<file path="src/rtl/timer_pkg.sv">
// Shared mode encodings and helpers for the timer bank.
// Imported by the channel and the top level.
package timer_pkg;

  localparam logic [1:0] MODE_ONE_UP = 2'b00;
  localparam logic [1:0] MODE_ONE_DN = 2'b01;
  localparam logic [1:0] MODE_PER_DN = 2'b10;
  localparam logic [1:0] MODE_PER_UP = 2'b11;

  function automatic logic mode_is_up(input logic [1:0] m);
    return (m == MODE_ONE_UP) || (m == MODE_PER_UP);
  endfunction

endpackage

</file>
<file path="src/rtl/timer_channel.sv">
// One timer channel: count, reload, mode, sticky done and expire pulse.
// Advances only when the shared tick qualifies it via adv.
module timer_channel
  import timer_pkg::*;
#(
  parameter int WIDTH = 8
) (
  input  logic             clk,
  input  logic             reset,
  input  logic             adv,
  input  logic             load,
  input  logic             clr,
  input  logic [1:0]       mode_in,
  input  logic [WIDTH-1:0] preset,
  output logic [WIDTH-1:0] count,
  output logic             done,
  output logic             expire
);

  logic [WIDTH-1:0] cnt_q;
  logic [WIDTH-1:0] reload_q;
  logic [1:0]       mode_q;
  logic             done_q;
  logic             exp_q;
  logic             fin_q;

  logic [WIDTH-1:0] cnt_d;
  logic [WIDTH-1:0] cnt_inc;
  logic [WIDTH-1:0] cnt_dec;
  logic             fin_d;
  logic             fire;

  assign cnt_inc = cnt_q + 1'b1;
  assign cnt_dec = cnt_q - 1'b1;

  // fin_q remembers that a one-shot already fired, so a
  // reload of 0 fires once rather than on every advance.
  always_comb begin
    cnt_d = cnt_q;
    fin_d = fin_q;
    fire  = 1'b0;
    unique case (mode_q)
      MODE_ONE_UP: begin
        if (cnt_q == reload_q) begin
          fire  = !fin_q;
          fin_d = 1'b1;
        end else begin
          cnt_d = cnt_inc;
          fire  = (cnt_inc == reload_q);
          fin_d = fin_q | fire;
        end
      end
      MODE_ONE_DN: begin
        if (cnt_q == '0) begin
          fire  = !fin_q;
          fin_d = 1'b1;
        end else begin
          cnt_d = cnt_dec;
          fire  = (cnt_dec == '0);
          fin_d = fin_q | fire;
        end
      end
      MODE_PER_DN: begin
        if (cnt_q == '0) begin
          cnt_d = reload_q;
          fire  = 1'b1;
        end else begin
          cnt_d = cnt_dec;
        end
      end
      MODE_PER_UP: begin
        if (cnt_q == reload_q) begin
          cnt_d = '0;
          fire  = 1'b1;
        end else begin
          cnt_d = cnt_inc;
        end
      end
      default: begin
        cnt_d = cnt_q;
      end
    endcase
  end

  always_ff @(posedge clk) begin
    if (reset) begin
      cnt_q    <= '0;
      reload_q <= '0;
      mode_q   <= MODE_ONE_UP;
      done_q   <= 1'b0;
      exp_q    <= 1'b0;
      fin_q    <= 1'b0;
    end else if (load) begin
      cnt_q    <= mode_is_up(mode_in) ? '0 : preset;
      reload_q <= preset;
      mode_q   <= mode_in;
      done_q   <= 1'b0;
      exp_q    <= 1'b0;
      fin_q    <= 1'b0;
    end else begin
      if (adv) begin
        cnt_q <= cnt_d;
        fin_q <= fin_d;
      end
      exp_q <= adv & fire;
      // A terminal event outranks a clear in the same cycle.
      if (adv & fire) begin
        done_q <= 1'b1;
      end else if (clr) begin
        done_q <= 1'b0;
      end
    end
  end

  assign count  = cnt_q;
  assign done   = done_q;
  assign expire = exp_q;

endmodule

</file>
<file path="src/rtl/timer_bank.sv">
// N-channel timer bank sharing one prescaler tick.
// Combines masked done flags into a registered irq.
module timer_bank
  import timer_pkg::*;
#(
  parameter int N_CH    = 4,
  parameter int WIDTH   = 8,
  parameter int PRESC_W = 8
) (
  input  logic                  clk,
  input  logic                  reset,
  input  logic                  gen_en,
  input  logic [PRESC_W-1:0]    prescale,
  input  logic [N_CH-1:0]       enable,
  input  logic [N_CH-1:0]       load,
  input  logic [N_CH-1:0]       clr,
  input  logic [N_CH-1:0]       irq_en,
  input  logic [2*N_CH-1:0]     mode,
  input  logic [WIDTH*N_CH-1:0] preset,
  output logic [WIDTH*N_CH-1:0] count,
  output logic [N_CH-1:0]       done,
  output logic [N_CH-1:0]       expire,
  output logic                  irq
);

  logic [PRESC_W-1:0] presc_cnt;
  logic               tick;
  logic               irq_q;

  // >= rather than == so a shrinking prescale ticks at once
  // instead of letting the counter run to wrap-around.
  assign tick = gen_en && (presc_cnt >= prescale);

  always_ff @(posedge clk) begin
    if (reset) begin
      presc_cnt <= '0;
    end else if (tick) begin
      presc_cnt <= '0;
    end else if (gen_en) begin
      presc_cnt <= presc_cnt + 1'b1;
    end
  end

  for (genvar i = 0; i < N_CH; i++) begin : g_ch
    timer_channel #(
      .WIDTH(WIDTH)
    ) u_ch (
      .clk    (clk),
      .reset  (reset),
      .adv    (tick & enable[i]),
      .load   (load[i]),
      .clr    (clr[i]),
      .mode_in(mode[2*i +: 2]),
      .preset (preset[WIDTH*i +: WIDTH]),
      .count  (count[WIDTH*i +: WIDTH]),
      .done   (done[i]),
      .expire (expire[i])
    );
  end

  always_ff @(posedge clk) begin
    if (reset) begin
      irq_q <= 1'b0;
    end else begin
      irq_q <= |(done & irq_en);
    end
  end

  assign irq = irq_q;

endmodule

</file>
<file path="config.mk">
export PLATFORM = sky130hd
export DESIGN_NAME = timer_bank
export DESIGN_NICKNAME = d
export VERILOG_FILES = /design/src/rtl/timer_pkg.sv /design/src/rtl/timer_channel.sv /design/src/rtl/timer_bank.sv
export SDC_FILE = /design/constraint.sdc
export NUM_CORES = 1
export LEC_CHECK = 0
export ABC_AREA = 1
export BUFFER_PORTS_ARGS = -buffer_cell sky130_fd_sc_hd__buf_2
export CAP_MARGIN = 30
export CORE_MARGIN = 4
export CORE_UTILIZATION = 55
export CTS_BUF_LIST = sky130_fd_sc_hd__clkbuf_8
export CTS_CLUSTER_SIZE = 10
export DETAILED_ROUTE_END_ITERATION = 12
export GPL_TIMING_DRIVEN = 0
export HOLD_SLACK_MARGIN = 0.1
export PLACE_DENSITY = 0.83
export REMOVE_ABC_BUFFERS = 1
export SLEW_MARGIN = 40
export SYNTH_ARGS = -nofsm -noshare
export SYNTH_HDL_FRONTEND = slang
export SYNTH_SLANG_ARGS = --single-unit
</file>
<file path="constraint.sdc">
create_clock -name clk -period 2.2 [get_ports clk]
set_input_delay 0.44 -clock clk [delete_from_list [all_inputs] [get_ports clk]]
set_output_delay 0.44 -clock clk [all_outputs]
set_load 0.1 [all_outputs]
</file>
* After elaboration in Yosys (flattened, before gate mapping)
Cells that the tools add are included.
Word-level totals: register bits after elaboration 93, bits in latches 0, memory bits (writable) 0, ROM bits 0, input bits 67, output and inout port bits 41, memories 0
Cells by class: add/subtract/negate cells 9, multipliers 0, divide/modulo/power cells 0, magnitude comparators 1, equality and inequality tests 32, shift-type cells 0, muxes and demuxes 72, bitwise gates (word level) 17, reductions and logical operators 51
Operators with widths (number):
- 8-bit 2-to-1 mux | 28
- 8-bit one-hot mux with 4 select lines | 4
- 8-bit == test | 8
- 8-bit zero test | 8
- 8-bit by 1-bit adder with 8-bit output (second input constant) | 5
- 1-bit 2-to-1 mux | 32
- 8-bit by 1-bit subtractor with 8-bit output (second input constant) | 4
- 2-bit == test (second input constant) | 12
- 3-bit != test (second input constant) | 8
- 2-bit nonzero test | 12
- 2-bit zero test | 8
- 1-bit one-hot mux with 4 select lines | 4
- 3-bit AND reduction | 4
- 2-bit OR reduction | 5
- 1-bit bitwise AND | 8
- 2-bit by 1-bit == test with 1-bit output (second input constant) | 4
- 8-bit >= comparator | 1
- 1-bit bitwise OR | 8
- 1-bit one-hot mux with 2 select lines | 4
- 2-bit AND reduction | 4
- 4-bit bitwise AND | 1
- 1-bit zero test | 4
- 1-bit logical OR | 4
- 4-bit OR reduction | 1
- 1-bit logical AND | 1

* Logic depth before layout (Yosys ltp)
Gate-level depths: netlist (run 1).
depth after elaboration 6, gate-level depth with buffers 18, depth with buffers taken out 17

* Cells and area by module
A second synthesis (run 1) with hierarchy kept.
Second synthesis, totals: cell total of the unflattened synthesis 1372, area, all modules 8129.0 um^2
By module, submodules not included:
- timer_channel (g_ch[0].u_ch ...) | times used 3, cells an instance 321, area each 1873.0 um^2, seq. area each 420.4 um^2
- timer_channel (g_ch[3].u_ch) | times used 1, cells an instance 321, area each 1856.8 um^2, seq. area each 420.4 um^2
- timer_bank | times used 1, cells an instance 88, area each 653.1 um^2, seq. area each 180.2 um^2

* Least setup slack after synthesis (run 1)
OpenSTA, ideal clock, no wires.
kind flip-flop to flip-flop, from register g_ch[2].u_ch.cnt_q[0], to register g_ch[2].u_ch.cnt_q[0], library setup time 113 ps, data arrival time 2426 ps, data required time 2087 ps, slack -339 ps, stages on the path, launching flop included 13, buffers on the path 1, period minus slack after synthesis 2539 ps, cell sequence dfxtp_1 inv_1 ha_1 nor3b_1 nand2_2 inv_2 nand2_2 nand2_1 nor2_2 nor2_4 buf_6 nor2_1 nor2_1
Between the ends: cells in the longest elaborated chain, start to end 5, elaborated cells on any way between the ends 14, classes of those cells 2 x add/sub; 3 x eq/ne; 7 x mux; 2 x reduce/logical
RTL lines:
- start, declared | RTL line timer_channel.sv:20 | logic [WIDTH-1:0] cnt_q;
- start signal, assigned | RTL line timer_channel.sv:94 | cnt_q <= mode_is_up(mode_in) ? '0 : preset;
- start signal, assigned | RTL line timer_channel.sv:102 | cnt_q <= cnt_d;
- 8-bit by 1-bit adder with 8-bit output (tied with other cells) | RTL line timer_channel.sv:33 | assign cnt_inc = cnt_q + 1'b1;
- 8-bit 2-to-1 mux (on tied branches)
- 8-bit one-hot mux with 4 select lines | RTL line timer_channel.sv:42 | unique case (mode_q)
- 8-bit 2-to-1 mux | RTL line timer_channel.sv:101 | if (adv) begin
- 8-bit 2-to-1 mux | RTL line timer_channel.sv:93 | end else if (load) begin
Several ways; a longest one is shown, not always the timed one. The select of a mux whose other input is x is not followed. A chain may end at the register's enable or synchronous reset.

* Final worst setup path (run 1)
from register g_ch[3].u_ch.cnt_q[1], to register g_ch[3].u_ch.done_q
Between the ends: cells in the longest elaborated chain, start to end 6, elaborated cells on any way between the ends 14, classes of those cells 2 x add/sub; 2 x eq/ne; 6 x mux; 1 x bitwise; 3 x reduce/logical
RTL lines:
- start, declared | RTL line timer_channel.sv:20
- start signal, assigned | RTL line timer_channel.sv:94
- start signal, assigned | RTL line timer_channel.sv:102
- 8-bit by 1-bit adder with 8-bit output or 8-bit by 1-bit subtractor with 8-bit output (tied branches) | RTL line timer_channel.sv:33, timer_channel.sv:34
- 8-bit == test or 8-bit zero test (tied branches) | RTL line timer_channel.sv:49, timer_channel.sv:59
- 1-bit 2-to-1 mux (on tied branches) | RTL line timer_channel.sv:44, timer_channel.sv:54
- 1-bit one-hot mux with 4 select lines * | RTL line timer_channel.sv:42
- 1-bit bitwise AND * | RTL line timer_channel.sv:107 | if (adv & fire) begin
- 1-bit 2-to-1 mux or 2-bit nonzero test (tied branches)
- end signal, assigned | RTL line timer_channel.sv:97 | done_q <= 1'b0;
- end signal, assigned | RTL line timer_channel.sv:108 | done_q <= 1'b1;
- end signal, assigned | RTL line timer_channel.sv:110 | done_q <= 1'b0;
- end, declared | RTL line timer_channel.sv:23 | logic done_q;
Mark *: on every way between the ends. The rest lies on a longest branch, timed or not.

==> run summary, run 1 <==
status = finished clean
Synth Register Bits = 93
first-pass GRT wire length = 36770 um
slew margin rel. = 0.5108
post-layout util = 0.6214
leakage power = 4.458 nW
min cycle time layout = 2083 ps
cell-internal power = 2.872 mW
P per Cell Area = 576.8 nW/um^2
Overall Global Routing Usage = 0.2739
worst-margin pin slew = 733.0 ps
htree depth = 3
Power Total = 4.994 mW
Final Slew Violations = 0
Core Footprint = 13930 um^2
row count = 43
Post-synth ARST share = 0
final wirelength = 22550 um
CP max FO = 7
Layout area overhead = 10.37%
EDFF count, synth = 0
Switching Share = 0.4250
initial drt markers = 900
Comb pwr share = 0.370
number of CTS-inserted buffers = 9
DR pass1 iterations = 5
post-synthesis sequential area ratio = 0.2373
Post-DP HPWL = 16870 um
Final ANT Viol Nets = 0
DR DRC count = 0
power share of the clock group = 0.240
Clock Pin Slew Worst Setup and Hold Paths = 100 ps
n_diodes = 0
type of element capturing the critical path = flip-flop
f_max = 480.0 MHz
setup_tns = 0 ps
Final Skew = 10.94 ps
IO buf count = 107
final RePlAce weighted congestion = 1.001
final hold violations = 0
Most used DFF post-synth = dfxtp_1
Mapped Cells = 1309
sequential power share = 0.390
wire per inst = 14.34 um
CTS tree = built
Startpoint Class = flip-flop
initial core utilization = 0.5630
Max VDD drop = 0.4164 mV
Post-Synthesis Cell Area = 7845 um^2
Die Ht = 127.4 um
clock insertion delay at the later pin of the skew report = 390 ps
DR vias = 8529
layout cells sized above 1 = 0.1493
die width = 127.4 um
clock root buffer = clkbuf_8
largest net degree at the start of global routing = 40
fill cell count = 1412
vias in the first global route = 7652
CTS sink cnt = 93
Layout Nets = 1481
CP Data Required Time = 2520 ps
WS Path Type = reg -> reg
R2R setup slack = 120 ps
critical path arrival = 2400 ps
Mean Syn Cell Area = 5.993 um^2
Longest Clk Path Bufs = 2
worst hold path type = in -> reg
YS warnings = 0
Max Cap Viol = 0
IO Pins = 108
crit share post-route = 0.9469
Die ar. = 16240 um^2
P_sw = 2.122 mW
endpoints failing setup = 0
Remaining Overflow, GRT = 0
Distinct cells, synth = 42
number of antenna violations at the first check in global routing = 1
drt via density = 5.422
==> repair_timing <==
item	CTS	global route
setup endpoints to repair	18	33
hold buffers	0	0
buffers inserted	2	7
gates resized for setup	4	13
pin swaps	2	4
==> worst paths after layout <==
kind | from | endpoint | cells past startpoint
setup / recovery | g_ch[3].u_ch.count[1] | g_ch[3].u_ch.done | 11
hold / removal | preset[0] | g_ch[0].u_ch.reload_q[0] | 3
setup reg to reg | g_ch[3].u_ch.count[1] | g_ch[3].u_ch.done | 11
hold reg to reg | g_ch[0].u_ch.fin_q | g_ch[0].u_ch.fin_q | 2
==> cells in the mapped netlist (all sizes together), types with 6 or more instances <==
cell | number | area, um^2
nand4 | 25 | 156.4
o21ai | 70 | 361.6
dfxtp | 93 | 1862
nand3b | 6 | 45.04
nor2 | 193 | 787.0
buf | 35 | 257.8
xor2 | 36 | 315.3
ha | 25 | 312.8
nand3 | 145 | 745.7
nor3 | 18 | 105.1
inv | 163 | 611.8
clkbuf | 13 | 48.80
nand2 | 379 | 1450
xnor2 | 32 | 329.1
a21oi | 41 | 209.0
==> cell usage in the layout, fill, tap and decap left out, types with 27 or more instances in the layout <==
cell type	count
dfxtp_1	86
inv_1	148
a21oi_1	40
xor2_1	35
nor2_1	177
o21ai_0	57
buf_2	107
xnor2_1	27
nand3_1	139
nand2_1	367
==> final cells by class <==
class,instances,area (um^2),area share
Clock buffer,9,123.9,0.01431
Clock inverter,6,63.81,0.007370
Inverter,164,621.8,0.07182
Multi-Input combinational cell,1004,5102,0.5893
Sequential cell,93,1873,0.2163
Tap cell,180,225.2,0.02601
Timing Repair Buffer,117,648.1,0.07486
==> flip-flops by register name, summed over array words and instances (netlist names) <==
name                flops
g_ch.u_ch.done          4
g_ch.u_ch.count        32
g_ch.u_ch.expire        4
g_ch.u_ch.mode_q        8
presc_cnt               8
irq                     1
g_ch.u_ch.reload_q     32
g_ch.u_ch.fin_q         4
==> power by group through the flow <==
stage | clock network (mW) | registers [mW] | logic [mW]
5_1_grt | 1.28 | 1.97 | 2.05
3_5_place_dp | 0 | 1.98 | 1.79
3_3_place_gp | 0 | 1.98 | 1.77
2_1_floorplan | 0 | 2.27 | 1.07
4_1_cts | 1.23 | 1.94 | 1.81
6_report | 1.20 | 1.95 | 1.85
==> worst max-delay path, cell delays in order (launching register included) <==
cell and delay (ps):
dfxtp_1 520, ha_1 270, nand3_1 160, o21ai_0 270
nand2_1 110, nand2_1 100, nand2_1 50, nor2_1 100
nand3_1 120, nand3_1 90, nand2_1 90, o21ai_1 130
==> logic make-up (layout without fill, tap and decap cells) <==
logic type / count (synthesis) / in the layout / share of synthesized area
flip-flops: 93 / 93 / 0.2373
AND/OR/NAND/NOR: 778 / 778 / 0.4300
multiplexers: 1 / 1 / 0.001276
adder cells (fa/ha/maj): 25 / 25 / 0.03987
buffers and inverters: 212 / 296 / 0.1175
XOR/XNOR: 68 / 68 / 0.08214
AO/OA/AOI/OAI: 132 / 132 / 0.09187
==> stage by stage <==
step / hold slack, ps / instances / setup WS, ps / area (um^2)
floorplan: 443.4 / 1261 / -503.1 / 7538
global placement: 458.7 / 1548 / -928.9 / 8299
detailed placement: 465.1 / 1549 / -438.4 / 8322
CTS: 272.2 / 1566 / 28.44 / 8554
global route: 288.5 / 1573 / -20.19 / 8658
finish: 287.7 / 1573 / 116.9 / 8658
==> metal layers <==
| metal | global-route usage | routed length [um] | vias up |
|---|---|---|---|
| met5 | 0 | 11 | - |
| met4 | 0.09211 | 427 | 2 |
| met3 | 0.03679 | 1568 | 44 |
| met2 | 0.4565 | 10680 | 336 |
| met1 | 0.3651 | 9856 | 3848 |
| li1 | - | - | 4299 |
Power figures use the tool's default switching activity.
==> run 2: changes to the inputs <==
--- a/config.mk
+++ b/config.mk
@@ -20,4 +20,5 @@
 export SLEW_MARGIN = 40
 export SYNTH_ARGS = -nofsm -noshare
 export SYNTH_HDL_FRONTEND = slang
+export SYNTH_HIERARCHICAL = 1
 export SYNTH_SLANG_ARGS = --single-unit
==> constraint.sdc (replaced) <==
create_clock -name clk -period 2.2 [get_ports clk]
set_input_delay 0.44 -clock clk [delete_from_list [all_inputs] [get_ports clk]]
set_output_delay 0.44 -clock clk [all_outputs]
set_load 0.05 [all_outputs]
==> run 2 against run 1 <==
Against the previous run:
- register-to-register slack is essentially flat
- synthesized cell count grew 4.8%
- power grew 0.35%
- maximum frequency grew 0.13%
- wire length grew 1.2%
- final area grew 4.3%
- critical path depth grew 2
- clock skew grew 1.0 ps
- die area grew 3.4%
- sequential cell count is the same
- clock power grew 8%
- first-iteration DRC count shrank 15%
==> run summary, run 2 <==
status = finished clean
Longest Clk Path Bufs = 2 (unchanged)
WS Path Type = reg -> reg
type of element capturing the critical path = flip-flop
share of the synthesized area in the top cell type = 0.2290 (-0.008292)
n_diodes = 0 (unchanged)
EDFF count, synth = 0 (unchanged)
commonest non-fill, non-tap cell in the layout = nand2_1
Die ar. = 16790 um^2 (+3.4%)
largest cells by area after synthesis = dfxtp_1, nand2_1, nor2_1
Distinct cells, synth = 33 (-21%)
largest family of logic cells by synthesized area = simple AND/OR/NAND/NOR gates
final RePlAce weighted congestion = 0.9729 (-2.8%)
Post-synth ARST share = 0 (unchanged)
Mean Syn Cell Area = 5.925 um^2 (-1.1%)
Final Slew Violations = 0 (unchanged)
Layout area overhead = 11.07%
wire per inst = 13.84 um (-3.4%)
final wirelength = 22820 um (+1.2%)
IO Pins = 108 (unchanged)
GRT met2 Usage = 0.4340 (-0.02246)
layout cells sized above 1 = 0.1851 (+0.03579)
Remaining Overflow, GRT = 0 (unchanged)
hold buffers post-CTS = 0 (unchanged)
vias in the first global route = 7622 (-0.39%)
RSZ-0062 raised after global routing = true
Core Footprint = 14480 um^2 (+3.9%)
initial drt markers = 769 (-15%)
Clock Pin Slew Worst Setup and Hold Paths = 90 ps (about the same)
list of most frequent post-synthesis cells = nand2_1, nor2_1, inv_1, a21oi_1, dfxtp_1
Most used DFF post-synth = dfxtp_1
P per Cell Area = 555.1 nW/um^2 (-3.8%)
met3 Use GR = 0.04163 (+0.004843)
Mapped Cells = 1372 (+4.8%)
CP max FO = 8 (+1)
leakage power = 4.576 nW (+2.7%)
Max Cap Viol = 0 (unchanged)
htree depth = 3 (unchanged)
CTS sink cnt = 93 (unchanged)
Post-Synthesis Cell Area = 8129 um^2 (+3.6%)
crit share post-route = 0.9456 (-0.001230)
placed inst area = 8660 um^2 (+4.1%)
DR pass1 iterations = 6 (+1)
pre-CTS WS = -331.3 ps (+107.1 ps)
Startpoint Class = flip-flop
Post-DP HPWL = 16660 um (-1.3%)
final hold violations = 0 (unchanged)
post-synthesis sequential area ratio = 0.2290 (-0.008292)
Post-Synth Simple-Gate Area = 0.4357 (+0.005756)
count leader, synth = nand2_1
XOR/XNOR share of the synthesized area = 0.03771 (-0.04443)
number of antenna violations at the first check in global routing = 0 (-1)
Synth Register Bits = 93 (unchanged)
drt via density = 5.297 (-2.3%)
CP cell instances = ha_4, nand2_1, nor2_2, nand4_1, nand3_2, nand2_4, nor2_4, inv_2, a21oi_4, nand2_4, nand2_8, o21ai_1, a21oi_1
Final WS setup = 119.6 ps (+2.706 ps)
post-route cell area = 9029 um^2 (+4.3%)
Final Skew = 11.95 ps (+1.003 ps)
worst-margin pin slew = 795.8 ps (+62.83 ps)
Synth Area in Compound Gates = 0.1422 (+0.05035)
first-pass GRT wire length = 36320 um (-1.2%)
Die Ht = 129.6 um (+1.7%)
Overall Global Routing Usage = 0.2657 (-0.008121)
endpoints failing setup = 0 (unchanged)
Buf/Inv on CP = 1 (+1)
DR vias = 8730 (+2.4%)
DR DRC count = 0 (unchanged)
Final ANT Viol Nets = 0 (unchanged)
post-synthesis mux area share = 0.001231 (-0.00004458)
min cycle time layout = 2080 ps (-2.706 ps)
die width = 129.6 um (+1.7%)
CTS tree = built
clock root buffer = clkbuf_8
clock insertion delay at the later pin of the skew report = 400 ps (about the same)
row count = 44 (+2.3%)
delay-heaviest family, CP = simple AND/OR/NAND/NOR gates
most used cell, CP = nand2_4
Max VDD drop = 0.3776 mV (-9.3%)
most frequent cells in the layout = nand2_1, nor2_1, inv_1
CP Data Required Time = 2520 ps (about the same)
slew margin rel. = 0.4689 (-0.04194)
Slowest-stage cell, CP = dfxtp_4
f_max = 480.7 MHz (+0.13%)
post-synthesis adder-cell area fraction = 0.03848 (-0.001393)
YS warnings = 6 (+6)
gr busiest metal = met2
met1 Track Usage GR = 0.3643 (-0.0007877)
slowest cell delay on critical path = 370 ps (-150 ps)
number of CTS-inserted buffers = 9 (unchanged)
worst hold path type = in -> reg
Fin Hold WS = 290.9 ps (+3.212 ps)
initial core utilization = 0.5614 (-0.001547)
critical path arrival = 2400 ps (about the same)
largest net degree at the start of global routing = 43 (+7.5%)
IO buf count = 107 (unchanged)
Synth area leader = dfxtp_1
Layout Nets = 1552 (+4.8%)
run 2: cell count changes after synthesis, sizes merged, moves of 16 or more:
cell | previous run | this run
o22ai | 5 | 32
xnor2 | 32 | 16
nand3 | 145 | 94
xor2 | 36 | 19
nand2 | 379 | 471
nor3 | 18 | 1
a21oi | 41 | 122
run 2: worst register-to-register path, stage by stage (launching register included):
cell,delay [ps]
dfxtp_4,370
ha_4,260
nand2_1,60
nor2_2,130
nand4_1,120
nand3_2,100
nand2_4,110
nor2_4,140
inv_2,60
a21oi_4,190
nand2_4,140
nand2_8,140
o21ai_1,80
a21oi_1,130
run 2: power by group:
group / total [mW] / switching [mW] / internal, mW
Combinational: 1.76 / 1.18 / 0.576
Sequential: 1.95 / 0.173 / 1.78
Clock: 1.30 / 0.670 / 0.634
Total: 5.01 / 2.02 / 2.99
run 2: worst paths after layout:
check	cells after the start	to	slack, ps	start
min reg2reg	2	g_ch[1].u_ch/done	490	g_ch[1].u_ch/done
min	3	g_ch[0].u_ch/done	290	clr[0]
max reg2reg	13	g_ch[1].u_ch/count[0]	120	presc_cnt[5]
max	13	g_ch[1].u_ch/count[0]	120	presc_cnt[5]
run 2: cell families (layout without fill, tap and decap cells):
family	after synthesis	in the layout
mux	1	1
compound gates	212	212
simple gates	789	790
flops	93	93
xor+xnor	35	35
fa+ha+maj	25	25
buf+inv	217	308
run 2: through the flow:
step / power [mW] / cells / utilization / setup TNS [ps]
floorplan: 3.267 / 1339 / - / 0
global placement: 3.674 / 1630 / 0.5974 / -7781
detailed placement: 3.699 / 1630 / 0.5981 / -8495
CTS: 5.016 / 1645 / 0.6132 / 0
global route: 5.325 / 1648 / 0.6236 / -423.9
finish: 5.012 / 1648 / 0.6236 / 0
run 2: per-layer routing:
| layer | vias to the layer above | share of wire |
|---|---|---|
| li1 | 4528 | - |
| met1 | 3921 | 0.46 |
| met2 | 257 | 0.47 |
| met3 | 24 | 0.059 |
| met4 | 0 | 0.015 |
| met5 | - | 0 |
run 2: layout make-up:
| type | instances | area [um^2] |
|---|---|---|
| multi-input cells | 1063 | 5459 |
| fillers | 1430 | 5450 |
| flip-flops and latches | 93 | 1879 |
| inverters | 184 | 694.4 |
| repair buffers | 109 | 553.0 |
| well taps | 184 | 230.2 |
| clock buffers | 9 | 123.9 |
| clock inverters | 6 | 88.84 |
run 2: timing repair:
action	4_1_cts	5_1_grt
buffers inserted	0	2
setup endpoints to repair	32	39
pin swaps	0	7
gates resized for setup	3	28
cloned	0	1
==> run 3: changes to the inputs <==
--- a/config.mk
+++ b/config.mk
@@ -16,7 +16,6 @@
 export GPL_TIMING_DRIVEN = 0
 export HOLD_SLACK_MARGIN = 0.1
 export PLACE_DENSITY = 0.83
-export REMOVE_ABC_BUFFERS = 1
 export SLEW_MARGIN = 40
 export SYNTH_ARGS = -nofsm -noshare
 export SYNTH_HDL_FRONTEND = slang
==> run 3 against run 2 <==
Against the previous run:
- die area unchanged
- clock skew decreased by 2.7 ps
- core utilization increased by 2.7 points
- sequential power decreased by 3%
- clock power decreased by 10%
- sequential cell count unchanged
- final area increased by 4.4%
- critical endpoint unchanged
- largest cell class unchanged
- highest routed layer unchanged
==> run summary, run 3 (same netlist as run 2, synthesis figures left out) <==
Power Total = 4.974 mW (-0.75%)
type of element capturing the critical path = flip-flop
n_diodes = 0 (unchanged)
DR vias = 9192 (+5.3%)
worst hold path type = in -> reg
DR top layer = met4
drt via density = 5.436 (+2.6%)
Max Cap Viol = 0 (unchanged)
final hold violations = 0 (unchanged)
Fin Hold WS = 312.6 ps (+21.73 ps)
Layout area overhead = 15.93%
Remaining Overflow, GRT = 0 (unchanged)
endpoints failing setup = 0 (unchanged)
WHS Path Cells = 3 (unchanged)
final RePlAce weighted congestion = 0.9950 (+2.3%)
vias in the first global route = 8069 (+5.9%)
hold buffers post-CTS = 0 (unchanged)
Max VDD drop = 0.3522 mV (-6.7%)
Worst R2R Path Depth = 13 (unchanged)
CTS sink cnt = 93 (unchanged)
post-route cell area = 9424 um^2 (+4.4%)
slowest cell delay on critical path = 380 ps (about the same)
WS Path Type = reg -> reg
clock insertion delay at the later pin of the skew report = 380 ps (-20 ps)
number of CTS-inserted buffers = 9 (unchanged)
Clock Pin Slew Worst Setup and Hold Paths = 90 ps (about the same)
Startpoint Class = flip-flop
DP Cell Count = 1662 (+2.0%)
min-delay src = clr[0]
Die Ht = 129.6 um (unchanged)
largest net degree at the start of global routing = 15 (-65%)
Post-DP HPWL = 17470 um (+4.9%)
IO Pins = 108 (unchanged)
Longest Clk Path Bufs = 2 (unchanged)
min cycle time layout = 2123 ps (+42.33 ps)
wire per inst = 14.26 um (+3.0%)
die width = 129.6 um (unchanged)
Worst R2R End = g_ch[1].u_ch/count[0]
R2R setup slack = 80 ps (-40 ps)
post-layout util = 0.6509 (+0.02731)
leakage power = 4.750 nW (+3.8%)
final wirelength = 24120 um (+5.7%)
worst-margin pin slew = 868.4 ps (+72.63 ps)
met3 wire len = 1959 um (+46%)
layout cells sized above 1 = 0.2064 (+0.02126)
slew margin rel. = 0.4169 (-0.05200)
row count = 44 (unchanged)
Reg2Reg Launch Point = presc_cnt[5]
first-pass GRT wire length = 37450 um (+3.1%)
f_max = 471.1 MHz (-2.0%)
initial core utilization = 0.5614 (unchanged)
status = finished clean
placed inst area = 8897 um^2 (+2.7%)
CTS tree = built
DR DRC count = 0 (unchanged)
number of antenna violations at the first check in global routing = 0 (unchanged)
Final ANT Viol Nets = 0 (unchanged)
CP Data Required Time = 2500 ps (-20 ps)
IO buf count = 106 (-0.93%)
Layout Nets = 1596 (+2.8%)
Overall Global Routing Usage = 0.2749 (+0.009181)
clock root buffer = clkbuf_8
Slowest-stage cell, CP = dfxtp_4
initial drt markers = 938 (+22%)
commonest non-fill, non-tap cell in the layout = nand2_1
critical path arrival = 2430 ps (+30 ps)
crit share post-route = 0.9649 (+0.01924)
Hold EP = g_ch[0].u_ch/done
most frequent cells in the layout = nand2_1, nor2_1, inv_1
CP cell instances = ha_4, nand2_2, nor2_4, nand4_1, nand3_2, nand2_8, nor2_4, inv_2, a21oi_4, nand2_4, nand2_8, o21ai_1, a21oi_1
final instance count without filler cells = 1691 (+2.6%)
Final Slew Violations = 0 (unchanged)
Synthesized Nets = 1464
Core Footprint = 14480 um^2 (unchanged)
Routed met1 length = 10490 um (-0.40%)
Final Skew = 9.250 ps (-2.698 ps)
htree depth = 3 (unchanged)
Die ar. = 16790 um^2 (unchanged)
CP max FO = 8 (unchanged)
DR pass1 iterations = 6 (unchanged)
met2 wire len = 10880 um (+2.6%)
P per Cell Area = 527.8 nW/um^2 (-4.9%)
[run 3: changes by cell type in the layout (fill, tap and decap cells not counted), sizes merged]
cell / previous run / this run
clkbuf: 9 / 18
clkinv: 10 / 9
buf: 109 / 142
nand2: 472 / 475
bufinv: 2 / 1
[run 3: worst max-delay path, delay by kind of cell, from the launching register on]
kind | cells | cell delay [ps]
simple gates | 8 | 950
compound gates | 3 | 390
flops | 1 | 380
fa+ha+maj | 1 | 260
buf+inv | 1 | 60
[run 3: how the worst max path moves through the flow]
stage,start,endpoint,cells past startpoint
finish,presc_cnt[5],g_ch[1].u_ch/count[0],13
global route,presc_cnt[5],g_ch[1].u_ch/count[0],13
CTS,presc_cnt[7],g_ch[1].u_ch/count[0],13
detailed placement,prescale[7],g_ch[1].u_ch/count[0],15
global placement,prescale[7],g_ch[1].u_ch/count[6],15
floorplan,g_ch[3].u_ch/count[0],g_ch[3].u_ch/fin_q,11
[run 3: layer usage]
layer,vias up,track usage
met3,59,0.02968
li1,4614,-
met4,0,0.1131
met1,4139,0.3770
met5,-,0
met2,380,0.4416
[run 3: report_power, final]
part	leakage (nW)	internal (mW)	switching, mW
registers	0.771	1.78	0.113
clock network	0.0902	0.542	0.628
logic	3.89	0.633	1.28
[run 3: through the flow]
stage / setup TNS, ps / setup slack [ps]
finish: 0 / 77.24
global placement: -8452 / -320.7
global route: -412.1 / -56.92
floorplan: 0 / 201.6
detailed placement: -10800 / -426.9
CTS: 0 / 33.24
[run 3: area by class of cell]
type | count | area [um^2]
plain buffers | 33 | 245.2
clock buffers | 10 | 137.6
clock inverters | 4 | 50.05
fillers | 1387 | 5055
inverters | 184 | 694.4
multi-input cells | 1066 | 5569
flip-flops and latches | 93 | 1884
well taps | 184 | 230.2
repair buffers | 117 | 613.1
[run 3: what timing repair did]
action,4_1_cts,5_1_grt
buffers inserted,0,11
endpoints found under the setup margin,32,35
hold endpoints to repair,0,0
cloned,0,4
resized for setup,7,41
pin swaps,0,17
